<file path="src/rtl/char_buffer_writer_pkg.sv">
// char_buffer_writer_pkg: shared text-buffer geometry, character codes and writer FSM states
package char_buffer_writer_pkg;
    localparam int VGA_H_ACTIVE = 640;
    localparam int VGA_V_ACTIVE = 480;
    localparam int GAME_COLS_MAX = 16;
    localparam int GAME_ROWS_MAX = 16;
    localparam logic [6:0] LF_CHAR = 7'h0A;
    localparam logic [6:0] DEFAULT_FILL_CHAR = 7'h20;
    typedef enum logic {CLEAR, IDLE} wr_state_t;
endpackage

</file>
<file path="src/rtl/char_buffer_writer_ram.sv">
// char_ram: 256x7 character store, synchronous write, asynchronous read, address {x,y}
module char_ram (
    input  logic       clk,
    input  logic       we,
    input  logic [7:0] waddr,
    input  logic [6:0] wdata,
    input  logic [7:0] raddr,
    output logic [6:0] rdata
);
    logic [6:0] mem [256];
    always_ff @(posedge clk) begin
        if (we) mem[waddr] <= wdata;
    end
    assign rdata = mem[raddr];
endmodule

</file>
<file path="src/rtl/char_buffer_writer.sv">
// char_buffer_writer: cursor-driven text buffer writer with clear sequencer and zero-latency read port
module char_buffer_writer
    import char_buffer_writer_pkg::*;
#(
    parameter int         TEXT_SIZE_X = 16,
    parameter int         TEXT_SIZE_Y = 6,
    parameter logic [6:0] FILL_CHAR   = DEFAULT_FILL_CHAR
) (
    input  logic       clk,
    input  logic       rst,
    input  logic       wr_valid,
    input  logic [6:0] wr_char,
    output logic       wr_ready,
    input  logic       cmd_clear,
    output logic       busy,
    input  logic [7:0] char_xy,
    output logic [6:0] char_code
);
    localparam logic [3:0] X_LAST = 4'(TEXT_SIZE_X - 1);
    localparam logic [3:0] Y_LAST = 4'(TEXT_SIZE_Y - 1);
    localparam logic [4:0] X_SIZE = 5'(TEXT_SIZE_X);
    localparam logic [4:0] Y_SIZE = 5'(TEXT_SIZE_Y);
    wr_state_t  state, state_nx;
    logic [3:0] clr_x, clr_y, cur_x, cur_y, cur_y_nx;
    logic       clr_done, accept, we;
    logic [7:0] waddr;
    logic [6:0] wdata, rdata;
    assign busy     = state == CLEAR;
    assign wr_ready = state == IDLE && !cmd_clear;
    assign accept   = wr_valid && wr_ready;
    assign clr_done = clr_x == X_LAST && clr_y == Y_LAST;
    assign cur_y_nx = cur_y == Y_LAST ? 4'd0 : cur_y + 4'd1;
    always_ff @(posedge clk) begin
        if (rst) state <= CLEAR;
        else     state <= state_nx;
    end
    always_comb begin
        state_nx = state;
        if (state == CLEAR) state_nx = clr_done ? IDLE : CLEAR;
        else if (cmd_clear) state_nx = CLEAR;
    end
    always_ff @(posedge clk) begin
        if (rst || state == IDLE) begin
            clr_x <= '0;
            clr_y <= '0;
        end else if (clr_x == X_LAST) begin
            clr_x <= '0;
            clr_y <= clr_y + 4'd1;
        end else begin
            clr_x <= clr_x + 4'd1;
        end
    end
    always_ff @(posedge clk) begin
        if (rst || state == CLEAR) begin
            cur_x <= '0;
            cur_y <= '0;
        end else if (accept) begin
            if (wr_char == LF_CHAR || cur_x == X_LAST) begin
                cur_x <= '0;
                cur_y <= cur_y_nx;
            end else begin
                cur_x <= cur_x + 4'd1;
            end
        end
    end
    always_comb begin
        we    = busy || (accept && wr_char != LF_CHAR);
        waddr = busy ? {clr_x, clr_y} : {cur_x, cur_y};
        wdata = busy ? FILL_CHAR : wr_char;
    end
    char_ram u_ram (
        .clk  (clk),
        .we   (we),
        .waddr(waddr),
        .wdata(wdata),
        .raddr(char_xy),
        .rdata(rdata)
    );
    assign char_code = (!busy && {1'b0, char_xy[7:4]} < X_SIZE && {1'b0, char_xy[3:0]} < Y_SIZE)
                       ? rdata : 7'h00;
endmodule
</file>
<file path="config.mk">
export PLATFORM = sky130hd
export DESIGN_NAME = char_buffer_writer
export DESIGN_NICKNAME = d
export VERILOG_FILES = /design/src/rtl/char_buffer_writer_pkg.sv /design/src/rtl/char_buffer_writer_ram.sv /design/src/rtl/char_buffer_writer.sv
export SDC_FILE = /design/constraint.sdc
export NUM_CORES = 2
export LEC_CHECK = 0
export CORE_UTILIZATION = 60
export CTS_BUF_LIST = sky130_fd_sc_hd__clkbuf_8
export DETAILED_ROUTE_END_ITERATION = 10
export PLACE_DENSITY_LB_ADDON = 0.15
export SLEW_MARGIN = 25
export SYNTH_ARGS = -nofsm -noshare
export SYNTH_HDL_FRONTEND = slang
export SYNTH_SLANG_ARGS = --single-unit
</file>
<file path="constraint.sdc">
create_clock -name clk -period 6.3 [get_ports clk]
set_input_delay 1.26 -clock clk [delete_from_list [all_inputs] [get_ports clk]]
set_output_delay 1.26 -clock clk [all_outputs]
set_load 0.05 [all_outputs]
</file>
==> impl_metrics.py <==
metrics = {
    "pwr": {
        "seq_power_share": 0.568,
        "cellPowerDensity_nw_per_um2": 289,
        "peakVddDrop_mv": 0.306,
        "p_leak_nw": 25.7,
        "p_int_w": 0.0172,
        "clock_power_share": 0.394,
        "comb_power_share": 0.038,
        "switching_power_w": 0.00471,
        "switching_share": 0.215,
    },
    "synth": {
        "synth-edff-count": 1712,
        "synth-main-ff-cell": "edfxtp_1",
        "synth_fa_ha_area_frac": 0.000729,
        "muxShareOfSynthArea": 0.135,
        "synthXorXnorAreaFrac": 0.00115,
        "synth_area_leader_cell": "edfxtp_1",
        "synth_area_per_cell_sq_um": 18.5,
        "synth_area_leaders": "edfxtp_1 (75%), mux4_2 (7.6%), mux2i_1 (5.9%)",
        "netlist_instances": 3708,
        "synth_compound_area_frac": 0.0447,
        "synth_top_area_frac": 0.749,
        "synthSimpleGateAreaFrac": 0.0429,
        "syn_area_sq_um": 68600,
        "ys_warn_count": 0,
        "ys_types": 60,
        "synth_top_family_by_area": "multiplexers",
        "synthArstFlopShare": 0,
        "syn_nets": 3731,
        "seq_area_frac_synth": 0.754,
        "ys_ff_latch": 1729,
    },
    "global_route": {
        "antenna_found_initial": 8,
        "grt-ovfl-total": 0,
        "track_usage": 0.308,
        "first_global_vias": 37700,
        "grt_first_pass_wirelength_um": 255000,
        "grt_max_degree": 165,
    },
    "sta": {
        "tns_ns": 0,
        "min_period_ns": 6.20,
        "finalSetupViolations": 0,
        "drv_slew": 0,
        "setup_ws_ns": 0.0972,
        "fin_crit_sh": 0.985,
        "worst_pin_slew_ns": 1.07,
        "grt_setup_unrepaired": "no",
        "relSlewSlack": 0.268,
        "max_freq_mhz": 161,
        "finalClockSkew_ns": 0.0429,
        "finalHoldViolations": 0,
    },
    "clock_tree": {
        "clkTransAtPathRegs_ns": 0.06,
        "cts_sinks": 1729,
        "clockBufferDepth": 4,
        "cts_setup_buffers": 0,
        "cts_tree": "built",
        "insertion_delay_ns": 0.96,
        "cts-htree-levels": 5,
        "cts_buffers": 287,
        "root_buffer": "clkbuf_8",
    },
    "worst_setup_path": {
        "crit_required_ns": 5.04,
        "critPathArrivalTime_ns": 4.94,
        "start_kind": "input pin",
        "endpoint_kind": "output pin",
        "path_max_fanout": 12,
        "r2r_cells": 7,
        "criticalPathCategory": "in -> out",
    },
    "floorplan": {
        "std_cell_rows": 123,
        "start_util": 0.607,
        "die_y_um": 340,
        "die_w_um": 340,
        "core_area_sq_um": 113000,
        "io_pins": 28,
        "die_area_sq_um": 116000,
    },
    "route": {
        "viasPerCell": 6.70,
        "met3_length_um": 18800,
        "met2_length_um": 83400,
        "antenna_left": 0,
        "drt-met1-wl_um": 66500,
        "routed-via-count": 37700,
        "wl_per_cell_um": 31.4,
        "top_layer": "met5",
        "wl_um": 177000,
        "dr.pass1.iters": 7,
        "drc": 0,
        "drt_iter0_drc": 4925,
    },
    "place": {
        "place_congestion": 0.964,
        "io_buffers": 27,
        "place_ws_ns": 0.290,
        "hpwl_um": 110000,
    },
    "min_path": {
        "hold_path_class": "reg -> reg",
        "whs_path_depth": 2,
    },
    "job": {
        "drv_cap": 0,
    },
    "finish": {
        "fill_cells": 7385,
        "area_growth_pct": 10.7,
        "final_nets": 3965,
        "layout_common_cells": "edfxtp_1 (1,712), mux2i_1 (407), nor2_1 (315)",
        "drive_gt1_frac": 0.181,
        "layout_commonest_cell": "edfxtp_1",
    },
    "run_status": {
        "run_status": "finished clean",
    },
}
cell families (layout without fill, tap and decap cells):
logic type,count (synthesis),in the layout
and+or+nand+nor,659,659
adders and majority gates,4,4
xor gates and xnor gates,9,9
buffers and inverters,243,662
AOI/OAI and AO/OA,425,425
DFF,1729,1729
muxes,639,639
other,0,5
synthesized netlist by cell type (all sizes together) (9+ instances only):
master   count
edfxtp    1712
mux2i      407
nor2       315
mux4       231
o221ai     179
nor3       131
buf        122
clkbuf     114
a21oi       85
nand2       83
o21ai       57
nand3       36
o22ai       31
nor4        29
a211oi      17
dfxtp       17
nor2b       12
and2        10
a2111oi      9
nand4        9
critical path, stage by stage:
cell	delay, ns
clkdlybuf4s50_1	0.71
and3b_1	0.24
nand2_1	0.47
buf_4	0.25
nor2_1	0.05
a311oi_1	0.60
nand4_1	0.22
o32ai_1	0.91
buf_12	0.23
area by class of cell:
class	instances	area, sq um	share of cell area
sequential	1729	51700	0.682
tap	1500	1880	0.0247
timing repair buffer	181	1860	0.0245
multi-input combinational	1736	15500	0.204
antenna	5	12.5	0.000165
inverter	7	28.8	0.000379
clock buffer	291	4010	0.0527
clock inverter	183	887	0.0117
power by group through the flow:
stage / Combinational, W / Sequential [W] / Clock (W)
floorplan: 0.000554 / 0.0127 / 0
global placement: 0.000801 / 0.0127 / 0
detailed placement: 0.000812 / 0.0127 / 0
CTS: 0.000814 / 0.0125 / 0.00875
global route: 0.000856 / 0.0125 / 0.00926
finish: 0.000828 / 0.0125 / 0.00865
per-layer routing:
layer,up-vias,global-route usage
met2,2411,0.473
met1,19300,0.424
li1,15600,-
met5,-,0
met4,6,0.141
met3,412,0.0714
final timing paths:
path / to / startpoint / slack (ns)
setup / recovery: char_code[6] / char_xy[5] / 0.1
hold / removal: cur_x[1] / cur_x[1] / 0.58
setup reg to reg: u_ram.mem[246][3] / state / 1.94
hold reg to reg: cur_x[1] / cur_x[1] / 0.58
through the flow:
stage	utilization	cells	hold WS [ns]	power (W)	area [sq um]
6_report	0.672	5632	0.582	0.0220	75900
4_1_cts	0.672	5626	0.564	0.0220	75900
2_1_floorplan	-	3708	0.487	0.0133	68600
5_1_grt	0.672	5630	0.601	0.0226	75900
3_5_place_dp	0.628	5152	0.556	0.0135	71000
3_3_place_gp	0.628	5152	0.525	0.0135	71000
flip-flops by register name (all words and copies together), names as in the netlist:
register   count
clr_x          4
clr_y          4
cur_x          4
cur_y          4
state          1
u_ram.mem   1712
timing repair:
action,CTS,global route
endpoints found under the setup margin,0,1
gates resized for setup,0,1
hold buffers,0,0
Note: power is estimated with default switching activity, not from simulation.
